`src/rtl/reset_seq_monitor.sv`:
```
// reset_seq_monitor
// Receiving-end checker for the OTP reset sequence on the 100 kHz oscillator
// domain. After porz releases it expects, in order:
//   rst_otp rise -> {rstz_i2c_reg, rstz_otp_100k} rise together ->
//   otp_rdy rise -> reset_timer_done rise
// with fixed gaps between the steps. It reports either pass or the first
// violation through sticky, registered status outputs.
//
// Timing model: every input is compared against its value from the previous
// posedge (prev_q), so a rise is seen on the first posedge at which the input
// is 1. The status registers update on that same edge, so status is visible
// one cycle after the input is sampled.
//
// gap_cnt counts posedges spent in the current WAIT state. It is cleared on
// arming and on every accepted rise, so on the edge that detects the next rise
// the gap between the two detections is gap_cnt_q + 1. On an error the count
// for the erroring cycle is included and then frozen.

module reset_seq_monitor #(
  parameter int GAP_RSTZ = 3,   // rst_otp rise -> rstz pair rise
  parameter int GAP_RDY  = 4,   // rstz pair rise -> otp_rdy rise
  parameter int GAP_DONE = 4,   // otp_rdy rise -> reset_timer_done rise
  parameter int TOL      = 0,   // allowed +/- deviation on every gap
  parameter int TIMEOUT  = 64   // max cycles waiting for an expected rise (1..255)
) (
  input  logic       clk_osc_100k,
  input  logic       rst,
  input  logic       porz,
  input  logic       rst_otp,
  input  logic       rstz_i2c_reg,
  input  logic       rstz_otp_100k,
  input  logic       otp_rdy,
  input  logic       reset_timer_done,
  output logic       seq_ok,
  output logic       seq_err,
  output logic [2:0] err_code,
  output logic [2:0] err_step,
  output logic [7:0] gap_cnt
);

  // State codes double as the err_step value reported on a violation.
  typedef enum logic [2:0] {
    ST_IDLE      = 3'd0,
    ST_WAIT_OTP  = 3'd1,
    ST_WAIT_RSTZ = 3'd2,
    ST_WAIT_RDY  = 3'd3,
    ST_WAIT_DONE = 3'd4,
    ST_PASS      = 3'd5,
    ST_FAIL      = 3'd6
  } state_e;

  localparam logic [2:0] ERR_NONE    = 3'd0;
  localparam logic [2:0] ERR_ORDER   = 3'd1;
  localparam logic [2:0] ERR_SPLIT   = 3'd2;
  localparam logic [2:0] ERR_GAP     = 3'd3;
  localparam logic [2:0] ERR_TIMEOUT = 3'd4;
  localparam logic [2:0] ERR_DROP    = 3'd5;

  localparam logic [7:0] TIMEOUT_C = 8'(TIMEOUT);
  localparam logic [7:0] GAP_SAT   = 8'd255;

  // Bit positions of the observed signals inside the sample vectors.
  localparam int B_OTP  = 0;
  localparam int B_I2C  = 1;
  localparam int B_100K = 2;
  localparam int B_RDY  = 3;
  localparam int B_DONE = 4;

  // Flops and their next-state values.
  state_e     state_q,    state_d;
  logic [4:0] prev_q,     prev_d;
  logic       seq_ok_q,   seq_ok_d;
  logic       seq_err_q,  seq_err_d;
  logic [2:0] err_code_q, err_code_d;
  logic [2:0] err_step_q, err_step_d;
  logic [7:0] gap_cnt_q,  gap_cnt_d;

  // Combinational helpers.
  logic [4:0] cur_s;
  logic [4:0] rise_s;
  logic [7:0] gap_inc_s;
  logic [8:0] gap_len_s;
  logic       exp_rise_s;
  logic       order_s;
  logic       split_s;
  logic       gap_bad_s;
  logic       timeout_s;
  logic       drop_s;
  logic [2:0] err_sel_s;
  logic       any_err_s;

  // True when a measured gap lies inside [nominal - TOL, nominal + TOL].
  function automatic logic gap_in_window(input logic [8:0] gap, input int nominal);
    int g;
    g = int'({23'd0, gap});
    return (g >= (nominal - TOL)) && (g <= (nominal + TOL));
  endfunction

  // Edge detection against last cycle's sample, plus gap arithmetic.
  always_comb begin
    cur_s             = 5'd0;
    cur_s[B_OTP]      = rst_otp;
    cur_s[B_I2C]      = rstz_i2c_reg;
    cur_s[B_100K]     = rstz_otp_100k;
    cur_s[B_RDY]      = otp_rdy;
    cur_s[B_DONE]     = reset_timer_done;
    rise_s            = cur_s & ~prev_q;
    prev_d            = cur_s;
    gap_inc_s         = (gap_cnt_q == GAP_SAT) ? GAP_SAT : (gap_cnt_q + 8'd1);
    gap_len_s         = {1'b0, gap_cnt_q} + 9'd1;
  end

  // Per-state classification of this cycle's activity into expected rise and
  // the individual violation kinds.
  always_comb begin
    exp_rise_s = 1'b0;
    order_s    = 1'b0;
    split_s    = 1'b0;
    gap_bad_s  = 1'b0;
    drop_s     = 1'b0;
    case (state_q)
      ST_WAIT_OTP: begin
        // Signals high at arming never produce a rise, so a pre-high
        // rst_otp simply runs into the timeout.
        exp_rise_s = rise_s[B_OTP];
        order_s    = |rise_s[B_DONE:B_I2C];
      end
      ST_WAIT_RSTZ: begin
        exp_rise_s = rise_s[B_I2C] & rise_s[B_100K];
        split_s    = rise_s[B_I2C] ^ rise_s[B_100K];
        order_s    = rise_s[B_RDY] | rise_s[B_DONE];
        gap_bad_s  = exp_rise_s & ~gap_in_window(gap_len_s, GAP_RSTZ);
        drop_s     = ~cur_s[B_OTP];
      end
      ST_WAIT_RDY: begin
        exp_rise_s = rise_s[B_RDY];
        order_s    = rise_s[B_DONE];
        gap_bad_s  = exp_rise_s & ~gap_in_window(gap_len_s, GAP_RDY);
        drop_s     = ~(&cur_s[B_100K:B_OTP]);
      end
      ST_WAIT_DONE: begin
        exp_rise_s = rise_s[B_DONE];
        gap_bad_s  = exp_rise_s & ~gap_in_window(gap_len_s, GAP_DONE);
        drop_s     = ~(&cur_s[B_RDY:B_OTP]);
      end
      default: begin
        exp_rise_s = 1'b0;
      end
    endcase
  end

  // Timeout only counts when no expected rise arrives in the same cycle.
  always_comb begin
    timeout_s = 1'b0;
    case (state_q)
      ST_WAIT_OTP, ST_WAIT_RSTZ, ST_WAIT_RDY, ST_WAIT_DONE: begin
        timeout_s = ~exp_rise_s & (gap_inc_s >= TIMEOUT_C);
      end
      default: begin
        timeout_s = 1'b0;
      end
    endcase
  end

  // Several violations in one cycle report the lowest code.
  always_comb begin
    err_sel_s = ERR_NONE;
    if (order_s) begin
      err_sel_s = ERR_ORDER;
    end else if (split_s) begin
      err_sel_s = ERR_SPLIT;
    end else if (gap_bad_s) begin
      err_sel_s = ERR_GAP;
    end else if (timeout_s) begin
      err_sel_s = ERR_TIMEOUT;
    end else if (drop_s) begin
      err_sel_s = ERR_DROP;
    end else begin
      err_sel_s = ERR_NONE;
    end
    any_err_s = (err_sel_s != ERR_NONE);
  end

  // State register.
  always_ff @(posedge clk_osc_100k) begin
    if (rst) begin
      state_q <= ST_IDLE;
    end else begin
      state_q <= state_d;
    end
  end

  // Next-state logic: porz low aborts ahead of any error, FAIL only leaves on rst.
  always_comb begin
    state_d = state_q;
    case (state_q)
      ST_IDLE: begin
        state_d = porz ? ST_WAIT_OTP : ST_IDLE;
      end
      ST_WAIT_OTP, ST_WAIT_RSTZ, ST_WAIT_RDY, ST_WAIT_DONE: begin
        if (!porz) begin
          state_d = ST_IDLE;
        end else if (any_err_s) begin
          state_d = ST_FAIL;
        end else if (exp_rise_s) begin
          state_d = state_e'(state_q + 3'd1);
        end else begin
          state_d = state_q;
        end
      end
      ST_PASS: begin
        state_d = porz ? ST_PASS : ST_IDLE;
      end
      ST_FAIL: begin
        state_d = ST_FAIL;
      end
      default: begin
        state_d = ST_IDLE;
      end
    endcase
  end

  // Status next values: counting, error latching and abort clearing.
  always_comb begin
    seq_ok_d   = seq_ok_q;
    seq_err_d  = seq_err_q;
    err_code_d = err_code_q;
    err_step_d = err_step_q;
    gap_cnt_d  = gap_cnt_q;
    case (state_q)
      ST_IDLE: begin
        seq_ok_d  = 1'b0;
        gap_cnt_d = 8'd0;
      end
      ST_WAIT_OTP, ST_WAIT_RSTZ, ST_WAIT_RDY, ST_WAIT_DONE: begin
        if (!porz) begin
          seq_ok_d  = 1'b0;
          gap_cnt_d = 8'd0;
        end else if (any_err_s) begin
          seq_err_d  = 1'b1;
          err_code_d = err_sel_s;
          err_step_d = state_q;
          gap_cnt_d  = gap_inc_s;
        end else if (exp_rise_s) begin
          seq_ok_d  = (state_q == ST_WAIT_DONE);
          gap_cnt_d = 8'd0;
        end else begin
          gap_cnt_d = gap_inc_s;
        end
      end
      ST_PASS: begin
        if (!porz) begin
          seq_ok_d  = 1'b0;
          gap_cnt_d = 8'd0;
        end else begin
          seq_ok_d  = 1'b1;
        end
      end
      ST_FAIL: begin
        gap_cnt_d = gap_cnt_q;
      end
      default: begin
        seq_ok_d  = 1'b0;
        gap_cnt_d = 8'd0;
      end
    endcase
  end

  // Status and previous-sample registers.
  always_ff @(posedge clk_osc_100k) begin
    if (rst) begin
      prev_q     <= 5'd0;
      seq_ok_q   <= 1'b0;
      seq_err_q  <= 1'b0;
      err_code_q <= ERR_NONE;
      err_step_q <= 3'd0;
      gap_cnt_q  <= 8'd0;
    end else begin
      prev_q     <= prev_d;
      seq_ok_q   <= seq_ok_d;
      seq_err_q  <= seq_err_d;
      err_code_q <= err_code_d;
      err_step_q <= err_step_d;
      gap_cnt_q  <= gap_cnt_d;
    end
  end

  assign seq_ok   = seq_ok_q;
  assign seq_err  = seq_err_q;
  assign err_code = err_code_q;
  assign err_step = err_step_q;
  assign gap_cnt  = gap_cnt_q;

endmodule
```
`config.mk`:
```
export PLATFORM = sky130hd
export DESIGN_NAME = reset_seq_monitor
export DESIGN_NICKNAME = d
export VERILOG_FILES = /design/src/rtl/reset_seq_monitor.sv
export SDC_FILE = /design/constraint.sdc
export NUM_CORES = 1
export LEC_CHECK = 0
export BUFFER_PORTS_ARGS = -buffer_cell sky130_fd_sc_hd__clkbuf_2
export CAP_MARGIN = 30
export CORE_ASPECT_RATIO = 2
export CORE_MARGIN = 3
export CORE_UTILIZATION = 25
export CTS_CLUSTER_DIAMETER = 80
export DETAILED_ROUTE_END_ITERATION = 8
export PLACE_DENSITY = 0.44
export SYNTH_ARGS = -nofsm -noshare
export SYNTH_HDL_FRONTEND = slang
export SYNTH_SLANG_ARGS = --single-unit
```
`constraint.sdc`:
```
create_clock -name clk_osc_100k -period 2.43 [get_ports clk_osc_100k]
set_clock_uncertainty 0.2 [all_clocks]
set_input_delay 0.3645 -clock clk_osc_100k [delete_from_list [all_inputs] [get_ports clk_osc_100k]]
set_output_delay 0.3645 -clock clk_osc_100k [all_outputs]
set_load 0.03 [all_outputs]
```
# --- After elaboration in Yosys (flattened, before gate mapping) ---
# Cells that the tools add are included.
word_totals:
  reg_bits: 24
  inputBits: 8
classes:
  addsub: 3
  magnitude_cmp: 5
  n_eq_ne: 11
  n_mux: 28
  bitwise_logic: 16
  n_reduce_logical: 11
op_table:
  columns: ["operator", "n"]
  rows:
  - ["$mux 8", 5]
  - ["$mux 3", 9]
  - ["$pmux 8 s3", 1]
  - ["$pmux 1 s3", 4]
  - ["$pmux 3 s4", 1]
  - ["$add 8x1->9 const B", 1]
  - ["$eq 3x3->1 const B", 3]
  - ["$ge 9x2->1 const B", 1]
  - ["$ge 9x3->1 const B", 1]
  - ["$le 9x2->1 const B", 1]
  - ["$le 9x3->1 const B", 1]
  - ["$reduce_and 3->1", 3]
  - ["$add 8x1->8 const B", 1]
  - ["$eq 8x8->1 const B", 1]
  - ["$ge 8x7->1 const B", 1]
  - ["$reduce_or 4->1", 2]
  - ["$mux 1", 7]
  - ["$not 1->1", 7]
  - ["$eq 3x2->1 const B", 2]
  - ["$ne 3x3->1 const B", 2]
  - ["$and 1x1->1", 5]
  - ["$and 5x5->5", 1]
  - ["$not 5->5", 1]
  - ["$ne 4x4->1 const B", 1]
  - ["11 further kinds", 12]

# --- Longest topological paths before layout ---
depth:
  depth_word: 15
  mapped_depth: 11
  depth_no_buf: 10

# --- Worst setup path after synthesis ---
# No wires, ideal clock.
synth_timing:
  path_type: "register to register"
  startpoint: "register gap_cnt_q[0], in the netlist gap_cnt[0]"
  endpoint: "register gap_cnt_q[7], in the netlist gap_cnt[7]"
  setup_time_ps: 117
  t_arrival_ps: 2630
  setup_slack_ps: -517
  stages_incl_launch_ff: 9
  path_buffers: 0
  period_less_slack_ps: 2947
  path_cell_list: "dfxtp_1 > ha_1 > nand3_1 > o21a_1 > a211oi_2 > o311ai_4 > nor4_4 > a2111oi_4 > a22o_1"
synth_between:
  elab_chain_cells: 13
  elab_cells_between_ends: 28
synth_rtl:
  columns: ["element", "line", "rtl"]
  rows:
  - ["start: declaration", "76", "logic [7:0] gap_cnt_q, gap_cnt_d;"]
  - ["start signal: assignment", "284", "gap_cnt_q <= gap_cnt_d;"]
  - ["$add 8x1->9 (tied with other cells)", "110", "gap_len_s = {1'b0, gap_cnt_q} + 9'd1;"]
  - ["$ge 9x3->1 (tied with other cells)", "96", "return (g >= (nominal - TOL)) && (g <= (nominal + TOL));"]
  - ["$logic_and 1x1->1 / $ge 8x7->1 (equally long branches)", "96, 157", null]
  - ["$not 1->1 (tied with other cells)", "138, 143", null]
  - ["$and 1x1->1 (tied with other cells)", "143", "gap_bad_s = exp_rise_s & ~gap_in_window(gap_len_s, GAP_DONE);"]
  - ["$pmux 1 s3 / $mux 3 (equally long branches)", "121, 174", null]
  - ["$mux 3", "172", "end else if (gap_bad_s) begin"]
  - ["$mux 3", "170", "end else if (split_s) begin"]
  - ["$mux 3", "168", "if (order_s) begin"]
  - ["$reduce_bool 3->1", "181", "any_err_s = (err_sel_s != ERR_NONE);"]
  - ["$mux 8 (*)", "239", "end else if (any_err_s) begin"]
  - ["$mux 8 (*)", "236", "if (!porz) begin"]
  - ["$pmux 8 s3 (*)", "230", "case (state_q)"]
# Mark *: on every way between the ends. The rest lies on a longest branch, timed or not.
# A chain may end at the register's enable or synchronous reset.

# --- Worst setup path after layout ---
layout_timing:
  startpoint: "register gap_cnt_q[1], in the netlist gap_cnt[1]"
  endpoint: "register gap_cnt_q[0], in the netlist gap_cnt[0]"
# The elaborated chain is that of the path after synthesis.

==> results_dict.tcl <==
set metrics [dict create \
    leading_area_contributor_after_synthesis "dfxtp_1" \
    synth_seq_cells 24 \
    postRouteAntennaNets 0 \
    synthesis.nets 213 \
    via_count 1807 \
    antenna_found_initial 0 \
    criticalPathCategory "reg2reg" \
    critPathArrivalTime_ns 2.45 \
    vdd.ir_drop.worst_uv 338 \
    layout-drive-gt1-share 0.514 \
    final_hold_vios 0 \
    synth.area.top_cells "dfxtp_1 29%, ha_1 6.8%, nand2_1 5.2%, a22o_1 4.2%, nor2b_1 3.4%" \
    die_x_extent_um 63.7 \
    initial_utilization 0.262 \
    placed_area_um2 2370 \
    detailed_place_hpwl_um 4420 \
    yosysWarningCount 0 \
    synth_unique_cells 56 \
    layoutNonFillerInstCount 366 \
    cpMaxStageDelayCell "dfxtp_4" \
    clock_tree_root_driver_cell "clkbuf_16" \
    grtUsageTotal 0.151 \
    cpMostUsedCell "buf_4" \
    timing_worst_slew_pin_value_ns 0.355 \
    most-common-layout-cells "60 x buf_4, 23 x nand2_1, 23 x clkbuf_2, 15 x dfxtp_1" \
    drt_initial_violations 31 \
    worstPathCellList "and4_4, a211o_1, a221oi_2, buf_4, a22oi_2, nor4_4, buf_6, a2111oi_4, buf_4, a22o_1" \
    dominantRegCellSynth "dfxtp_1" \
    die_area_um2 7740 \
    synth_top_area_share 0.289 \
    num_rows 41 \
    chipHeight_um 121 \
    finalWirelength_um 5440 \
    cp_max_fo 7 \
    critical_path_required_ns 2.39 \
    rsz0062_at_grt "yes" \
    cts.clk_slew.worst_paths_ns 0.07 \
    run_status "finished, violations left" \
    clk_latency_ns 0.27 \
    syn_inst 196 \
    clock_tree_sinks 24 \
    drt_pass1_iterations 4 \
    hold_path.class "in2reg" \
    routed_via_density 4.94 \
    cellPowerDensity_nw_per_um2 663 \
    worstSetupStartpoint "gap_cnt[1]" \
    most_frequent_standard_cell_in_the_layout_excluding_fill_and_tap_cells "buf_4" \
    number_of_synthesized_flops_with_an_enable_pin 0 \
    gpl.final_weighted_congestion 0.794 \
    placed_cells_incl_taps 357 \
    synth_async_sr_flop_share 0 \
    timing.final.crit_period_ns 2.48 \
    power_leakage_nw 1.16 \
    maxSlewHeadroom 0.760 \
    grt_first_pass_wirelength_um 8940 \
    cts.path.max_buffers 2 \
    clock_tree_from_tritoncts "yes" \
    syn-cell-area_um2 1670 \
    nets 298 \
    min_from "reset_timer_done" \
    seq_area_frac_synth 0.289 \
    synth_to_final_area_change_pct 64.8 \
    rr_startpoint "gap_cnt[1]" \
    max_clock_freq_mhz 403 \
    crit_path_max_incr_delay_ns 0.37 \
    cap_violations 0 \
    placement.io_buffers 23 \
    detailedPlace.worstSlack_ns -0.326 \
    critical_path.endpoint_type "register" \
    setup_viol 11 \
    grt_max_degree 15 \
    cp-start-kind "register" \
    min_period_over_period 1.02 \
    cts_inserted_buffers 3 \
    first_global_vias 1917 \
    routedWlPerCell_um 14.9 \
    io_pins 24 \
    core_area_um2 6360 \
    finalPower_mw 1.82 \
    final_max_slew_viol_count 0 \
    violations "negative setup slack" \
    detail_route.drc_violations 0 \
    layout_setup_ws_ns -0.0537 \
    cts_htree_levels 1 \
    area_of_all_placed_cells_without_fillers_um2 2750 \
    syn_avg_cell_area_um2 8.50 \
    grt-ovfl-total 0 \
    antennaDiodeCount 0 \
]
==> critical path, delay by kind of cell (launching register included) <==
kind | cells | cell delay, ns
and+or+nand+nor | 2 | 0.43
buffers and inverters | 3 | 0.51
DFF | 1 | 0.37
AOI/OAI and AO/OA | 5 | 0.87
==> cell type report <==
type | count | area, um^2
sequential | 24 | 507
timing repair buffer | 89 | 633
fill | 677 | 3620
multi-input combinational | 151 | 1350
clock buffer | 4 | 100
tap | 86 | 108
inverter | 12 | 50.0
==> through the flow <==
step                utilization  TNS (ns)  hold slack [ns]
floorplan                     -    -0.927            0.288
finish                    0.432    -0.283            0.137
detailed placement        0.373     -4.23            0.247
CTS                       0.420    -0.455            0.142
global placement          0.373     -3.74            0.247
global route              0.432     -2.01            0.179
==> worst paths after layout <==
check                endpoint  slack [ns]  cells past startpoint
setup / recovery   gap_cnt[0]       -0.05                     10
setup reg to reg   gap_cnt[0]       -0.05                     10
hold / removal      prev_q[4]        0.14                      2
hold reg to reg   err_step[1]        0.26                      2
==> registers in the layout, summed over array words and instances, names as in the netlist <==
signal	cells
err_step	3
seq_err	1
seq_ok	1
err_code	3
gap_cnt	8
prev_q	5
state_q	3
==> layer usage <==
metal  GRT usage  routed length, um
met1       0.130               1850
met2       0.317               3290
met3      0.0130                 97
met4      0.0880                199
met5           0                  0
==> report_power, final <==
group / total (mW) / internal [mW] / switching (mW)
registers: 0.458 / 0.422 / 0.0359
logic: 0.907 / 0.477 / 0.429
clock network: 0.455 / 0.287 / 0.167
total: 1.82 / 1.19 / 0.633
==> cell usage after synthesis (all sizes together), types with 2 or more instances <==
master / n
o21ai: 10
clkbuf: 5
o41ai: 4
a31oi: 2
nor2: 11
dfxtp: 24
nand4: 2
nand2: 23
nor3: 3
nand3b: 2
and2: 2
ha: 9
a22o: 8
o21a: 5
o32ai: 2
nand2b: 6
o311ai: 3
a21oi: 5
nand3: 7
and3: 6
inv: 12
a21o: 3
buf: 4
a221oi: 2
nor2b: 9
mux2i: 4
==> what timing repair did <==
action / CTS / global route
setup endpoints to repair: 18 / 18
setup buffers: 4 / 2
hold buffers: 0 / 0
pin swaps: 17 / 6
resized for setup: 33 / 15
==> kinds of logic (layout without fill, tap and decap cells) <==
kind of cell,after synthesis,count (layout),synth area share
AND/OR/NAND/NOR,78,78,0.260
multiplexers,5,5,0.0308
buffers and inverters,21,105,0.0533
flip-flops,24,24,0.289
XOR/XNOR,1,1,0.00526
adder cells (fa/ha/maj),9,9,0.0676
AO/OA/AOI/OAI,58,58,0.295
Power figures use the tool's default switching activity.
